File: src/rtl/mem_access_stage_pkg.sv
// Shared types and constants for the MEM pipeline stage: FSM state encoding,
// timed-out load data and word-alignment helpers.
package mem_access_stage_pkg;

  typedef enum logic [1:0] {
    StIdle = 2'd0,
    StBusy = 2'd1,
    StDone = 2'd2
  } mem_state_e;

  localparam logic [31:0] BadDataDefault = 32'hDEADBEEF;
  localparam logic [1:0]  WordAlignMask  = 2'b11;

  function automatic logic is_misaligned(input logic [31:0] addr);
    return (addr[1:0] & WordAlignMask) != 2'b00;
  endfunction

  function automatic logic [31:0] word_addr(input logic [31:0] addr);
    return addr & ~{30'b0, WordAlignMask};
  endfunction

endpackage

File: src/rtl/mem_access_stage_bus_fsm.sv
// Data-memory bus sequencer: state register, timeout counter, registered bus
// request outputs, captured read data and one-cycle error pulses.
module mem_access_stage_bus_fsm
  import mem_access_stage_pkg::*;
#(
  parameter int unsigned TIMEOUT_CYCLES = 16,
  parameter logic [31:0] BAD_DATA       = BadDataDefault
) (
  input  logic        clk,
  input  logic        rst,
  input  logic        memop,
  input  logic        misaligned,
  input  logic        wmem,
  input  logic [31:0] addr,
  input  logic [31:0] wdata,
  input  logic        mem_ack,
  input  logic [31:0] mem_rdata,
  output mem_state_e  state,
  output logic        mem_req,
  output logic        mem_we,
  output logic [31:0] mem_addr,
  output logic [31:0] mem_wdata,
  output logic [31:0] rdata_q,
  output logic        align_err,
  output logic        bus_err
);

  localparam int unsigned CntW = (TIMEOUT_CYCLES > 1) ? $clog2(TIMEOUT_CYCLES) : 1;
  localparam logic [CntW-1:0] TmoLast = CntW'(TIMEOUT_CYCLES - 1);

  logic [CntW-1:0] tmo_cnt;

  always_ff @(posedge clk) begin
    if (rst) begin
      state     <= StIdle;
      mem_req   <= 1'b0;
      mem_we    <= 1'b0;
      mem_addr  <= '0;
      mem_wdata <= '0;
      rdata_q   <= '0;
      tmo_cnt   <= '0;
      align_err <= 1'b0;
      bus_err   <= 1'b0;
    end else begin
      // Error flags are pulses: cleared every cycle unless re-raised below.
      align_err <= 1'b0;
      bus_err   <= 1'b0;
      unique case (state)
        StIdle: begin
          if (memop) begin
            if (misaligned) begin
              align_err <= 1'b1;
            end else begin
              mem_addr  <= word_addr(addr);
              mem_wdata <= wdata;
              mem_we    <= wmem;
              mem_req   <= 1'b1;
              tmo_cnt   <= '0;
              state     <= StBusy;
            end
          end
        end
        StBusy: begin
          // Ack takes priority over a coinciding timeout.
          if (mem_ack) begin
            rdata_q <= mem_we ? 32'h0 : mem_rdata;
            mem_req <= 1'b0;
            state   <= StDone;
          end else if (tmo_cnt == TmoLast) begin
            rdata_q <= BAD_DATA;
            mem_req <= 1'b0;
            bus_err <= 1'b1;
            state   <= StDone;
          end else begin
            tmo_cnt <= tmo_cnt + 1'b1;
          end
        end
        StDone: state <= StIdle;
        default: state <= StIdle;
      endcase
    end
  end

endmodule

File: src/rtl/mem_access_stage.sv
// Pipeline MEM stage: issues loads/stores on the data bus, stalls the front
// end while an access is outstanding and feeds MEM/WB (bubble while stalled).
module mem_access_stage
  import mem_access_stage_pkg::*;
#(
  parameter int unsigned TIMEOUT_CYCLES = 16,
  parameter logic [31:0] BAD_DATA       = BadDataDefault
) (
  input  logic        clk,
  input  logic        rst,
  input  logic        validin,
  input  logic        wregin,
  input  logic        m2regin,
  input  logic        wmemin,
  input  logic [4:0]  RdRtin,
  input  logic [31:0] aluresultin,
  input  logic [31:0] storedatain,
  output logic        stall,
  output logic        mem_req,
  output logic        mem_we,
  output logic [31:0] mem_addr,
  output logic [31:0] mem_wdata,
  input  logic [31:0] mem_rdata,
  input  logic        mem_ack,
  output logic        wregout,
  output logic        m2regout,
  output logic [4:0]  RdRtout,
  output logic [31:0] aluresultout,
  output logic [31:0] memdataout,
  output logic        align_err,
  output logic        bus_err
);

  mem_state_e  state;
  logic [31:0] rdata_q;
  logic        memop;
  logic        misaligned;

  assign memop      = validin & (m2regin | wmemin);
  assign misaligned = is_misaligned(aluresultin);

  mem_access_stage_bus_fsm #(
    .TIMEOUT_CYCLES (TIMEOUT_CYCLES),
    .BAD_DATA       (BAD_DATA)
  ) u_bus_fsm (
    .clk        (clk),
    .rst        (rst),
    .memop      (memop),
    .misaligned (misaligned),
    .wmem       (wmemin),
    .addr       (aluresultin),
    .wdata      (storedatain),
    .mem_ack    (mem_ack),
    .mem_rdata  (mem_rdata),
    .state      (state),
    .mem_req    (mem_req),
    .mem_we     (mem_we),
    .mem_addr   (mem_addr),
    .mem_wdata  (mem_wdata),
    .rdata_q    (rdata_q),
    .align_err  (align_err),
    .bus_err    (bus_err)
  );

  always_comb begin
    stall        = 1'b0;
    wregout      = 1'b0;
    m2regout     = 1'b0;
    RdRtout      = '0;
    aluresultout = '0;
    memdataout   = '0;
    unique case (state)
      StIdle: begin
        if (validin && !memop) begin
          wregout      = wregin;
          RdRtout      = RdRtin;
          aluresultout = aluresultin;
        end else if (memop && !misaligned) begin
          stall = 1'b1;
        end
      end
      StBusy: stall = 1'b1;
      // EX/MEM was frozen by the stall, so its inputs still describe this access.
      StDone: begin
        if (validin) begin
          wregout      = wregin;
          m2regout     = m2regin & ~wmemin;
          RdRtout      = RdRtin;
          aluresultout = aluresultin;
          memdataout   = rdata_q;
        end
      end
      default: ;
    endcase
  end

endmodule

File: config.mk
export PLATFORM = sky130hd
export DESIGN_NAME = mem_access_stage
export DESIGN_NICKNAME = d
export VERILOG_FILES = /design/src/rtl/mem_access_stage_pkg.sv /design/src/rtl/mem_access_stage_bus_fsm.sv /design/src/rtl/mem_access_stage.sv
export SDC_FILE = /design/constraint.sdc
export NUM_CORES = 1
export LEC_CHECK = 0
export BUFFER_PORTS_ARGS = -buffer_cell sky130_fd_sc_hd__buf_2
export CAP_MARGIN = 20
export CORE_MARGIN = 10
export CORE_UTILIZATION = 48
export DETAILED_ROUTE_END_ITERATION = 8
export PLACE_DENSITY_LB_ADDON = 0.12
export SYNTH_ARGS = -nofsm -noshare
export SYNTH_HDL_FRONTEND = slang
export SYNTH_HIERARCHICAL = 1
export SYNTH_SLANG_ARGS = --single-unit
File: constraint.sdc
create_clock -name clk -period 2.5 [get_ports clk]
set_input_delay 0.25 -clock clk [delete_from_list [all_inputs] [get_ports clk]]
set_output_delay 0.25 -clock clk [all_outputs]
set_load 0.01 [all_outputs]
==> out/metrics.csv <==
stage,metric,value,unit
status,status,"finished, final reports clean",
sta,min setup slack post-route,0.2167,ns
worst_setup_path,crit path cell chain,"o21ba_2, nor3b_1, buf_2",
worst_setup_path,CP Depth,3,
clocking,clk_lat worst skew,0.35,ns
min_path,HP Class,in -> reg,
clocking,Max clock buf depth,2,
cells_and_area,Finished Layout Cells,904,
worst_setup_path,Crit path largest cell delay,0.94,ns
clocking,Post-CTS Resized,0,
global_routing,M3 GR Usage,9.496,%
worst_setup_path,worst-path maximum fanout,38,
sta,Final Max Tran Viols,0,
global_routing,initial antenna violation count,0,
routing,final wirelength,14690,um
logic_synthesis,Ys Warns,6,
worst_setup_path,Crit path required time,2.25,ns
die,die height,117.9,um
die,Initial Util,49.60,%
logic_synthesis,"EDFF count, synth",0,
routing,routed vias,4568,
clocking,CTS Hold Buffers Added,0,
logic_synthesis,"FF+latch count, synth",104,
place,# port buffers,245,
clocking,cts bufs inserted,9,
clocking,TritonCTS Sinks,104,
worst_setup_path,R2R Path End,u_bus_fsm/tmo_cnt[3]$_SDFFE_PP0P_,
logic_synthesis,"FFs w/ async S/R, synth",0,%
global_routing,Global Route met2 Usage,34.44,%
pwr,Pleak,3.090,nW
sta,worst-case clock skew,0.01540,ns
die,DIE WIDTH,117.9,um
worst_setup_path,crit path launch type,flip-flop,
sta,Final setup viols,0,
sta,final hold violations,0,
logic_synthesis,Synth Instances,551,
logic_synthesis,Synth Cell Area,4604,um2
job,max-capacitance violation count,0,
routing,final antenna-violating net count,0,
pwr,pwr dens,506.9,nW/um2
cells_and_area,antenna fix cells,0,
worst_setup_path,Crit path buffers/inverters,1,
place,dpl cells,888,
die,area of the die,13910,um2
worst_setup_path,FF-to-FF Start,u_bus_fsm/state[0]$_SDFFE_PP0P_,
worst_setup_path,CP endpoint kind,output port,
worst_setup_path,Critical Path Slowest Stage Cell,o21ba_2,
global_routing,GR Overflow Total,0,
sta,Max Clk Rate,438.0,MHz
global_routing,first-pass GRT wire length,23400,um
clocking,root buf cell,clkbuf_8,
worst_setup_path,CP arrival,2.03,ns
cells_and_area,most frequent cells in the layout,"buf_2, nand2_1, dfxtp_1",
worst_setup_path,worst reg-to-reg setup slack,0.65,ns
worst_setup_path,critical path launch point,u_bus_fsm/state[1]$_SDFFE_PP0P_,
cells_and_area,"most common cell after layout, fill and taps aside",buf_2,
cells_and_area,ratio of cells with drive above 1 in the final layout,38.32,%
worst_setup_path,crit path to,aluresultout[31],
clocking,Clock Pin Slew Worst Setup and Hold Paths,0.10,ns
sta,RSZ-0062 raised after global routing,no,
routing,1st-iter DRT viols,325,
routing,per-cell routed wire length,16.24,um
global_routing,vias in the first global route,4513,
global_routing,global routing usage on met1,21.86,%
worst_setup_path,"Worst Path Class, Setup",reg -> out,
routing,vias per std cell,5.053,
routing,Pre-antenna DRT Iters,5,
sta,Rel. slew slack,32.01,%
worst_setup_path,Top delay family on crit path,compound AO/OA/AOI/OAI gates,
logic_synthesis,top_reg_cell synth,dfxtp_1,
clocking,setup bufs post-CTS,0,
place,"worst slack, placed",0.4849,ns
pwr,peak supply drop,0.0002564,V
die,IO Pins,248,
logic_synthesis,post-synthesis area per instance,8.356,um2
global_routing,largest net degree at the start of global routing,80,
cells_and_area,Syn-to-layout area delta,29.92,%
worst_setup_path,depth of the most critical reg-to-reg path,3,
clocking,H-tree levels,3,
cells_and_area,final net count,879,
global_routing,GRT Resource Usage Total,19.96,%
sta,Final Cycle Share,91.33,%
routing,detailed-route DRC error count,0,
sta,min Tclk post-route,2.283,ns
place,dpl hpwl,11120,um
sta,worst slew pin tran,1.020,ns
die,Rows,35,
logic_synthesis,sequential area share after synthesis,45.22,%
die,Placeable Area,9284,um2
sta,setup TNS,0,ns
logic_synthesis,Unique masters post-synth,40,
place,routability cong.,0.8085,
clocking,CTS tree,yes,
global_routing,grt peak-use layer,met2,
cells_and_area,fin util,64.43,%
-- how the worst min path moves through the flow --
| stage | cells past startpoint | slack (ns) | endpoint | startpoint |
|---|---|---|---|---|
| after global routing | 3 | 0.10 | u_bus_fsm/mem_wdata[5]$_SDFFE_PP0P_ | storedatain[5] |
| after global placement | 2 | 0.44 | u_bus_fsm/mem_addr[16]$_SDFFE_PP0P_ | u_bus_fsm/mem_addr[16]$_SDFFE_PP0P_ |
| after detailed placement | 2 | 0.44 | u_bus_fsm/mem_addr[28]$_SDFFE_PP0P_ | u_bus_fsm/mem_addr[28]$_SDFFE_PP0P_ |
| after CTS | 3 | 0.11 | u_bus_fsm/mem_wdata[5]$_SDFFE_PP0P_ | storedatain[5] |
| after floorplan | 2 | 0.39 | u_bus_fsm/mem_addr[10]$_SDFFE_PP0P_ | aluresultin[10] |
| final | 3 | 0.13 | u_bus_fsm/mem_wdata[21]$_SDFFE_PP0P_ | storedatain[21] |
-- state kept, by name, summed over array words and instances (netlist names) --
name and cells:
u_bus_fsm/mem_we 1, u_bus_fsm/align_err 1, u_bus_fsm/state 2, u_bus_fsm/bus_err 1
u_bus_fsm/mem_wdata 32, u_bus_fsm/tmo_cnt 4, u_bus_fsm/mem_req 1, u_bus_fsm/rdata_q 32
u_bus_fsm/mem_addr 30
-- synth_stat cells (3+ instances only) --
master    count  area (um2)
buf_4         3       22.52
and2_1       32       200.2
nand2_1     135       506.7
o21ai_0      33       165.2
clkbuf_1     22       82.58
and3b_1       3       26.28
buf_6         9       101.4
nor3b_2      20       250.2
a21oi_1      74       370.4
o211a_1      24       240.2
buf_2        13       65.06
dfxtp_1     104        2082
inv_1        25       93.84
nor2_1        3       11.26
nor3b_1      17       127.6
nand2b_1      3       18.77
o211ai_1      3       22.52
-- where the power goes --
group / switching (mW) / internal, mW
registers: 0.0219 / 1.70
clock network: 0.550 / 0.391
logic: 0.213 / 0.158
total: 0.785 / 2.25
-- metal layers --
layer / vias to the layer above / routed length (um)
met5: - / 0
met4: 0 / 160
met3: 10 / 1564
met2: 190 / 7143
met1: 2098 / 5817
li1: 2270 / -
-- cell type report --
class	count	area (um2)
Fill cell	867	3302
Multi-Input combinational cell	374	2165
Sequential cell	104	2082
Timing Repair Buffer	255	1301
Tap cell	129	161.4
Clock buffer	12	145.1
Inverter	26	97.59
Clock inverter	4	30.03
-- logic make-up (layout without fill, tap and decap cells) --
logic type | count (synthesis) | after routing | share of synthesized area [%]
and+or+nand+nor | 228 | 228 | 27.34
AOI/OAI and AO/OA | 142 | 142 | 18.78
DFF | 104 | 104 | 45.22
buffers and inverters | 74 | 297 | 8.098
adders and majority gates | 1 | 1 | 0.2717
other | 1 | 2 | 0.08144
muxes | 1 | 1 | 0.2174
-- worst reg2reg max path, delay by kind of cell (launching register included) --
family | cells | cell delay [ns]
AND/OR/NAND/NOR | 2 | 1.04
AO/OA/AOI/OAI | 1 | 0.13
flip-flops | 1 | 0.60
-- metrics by stage --
step	hold slack (ns)	power (mW)	instance area (um2)
after detailed placement	0.4430	2.134	5807
after global routing	0.1015	3.194	5982
after floorplan	0.3860	1.966	4608
after global placement	0.4398	2.124	5807
final	0.1266	3.033	5982
after CTS	0.1080	3.081	5982
(Power assumes the default switching activity.)
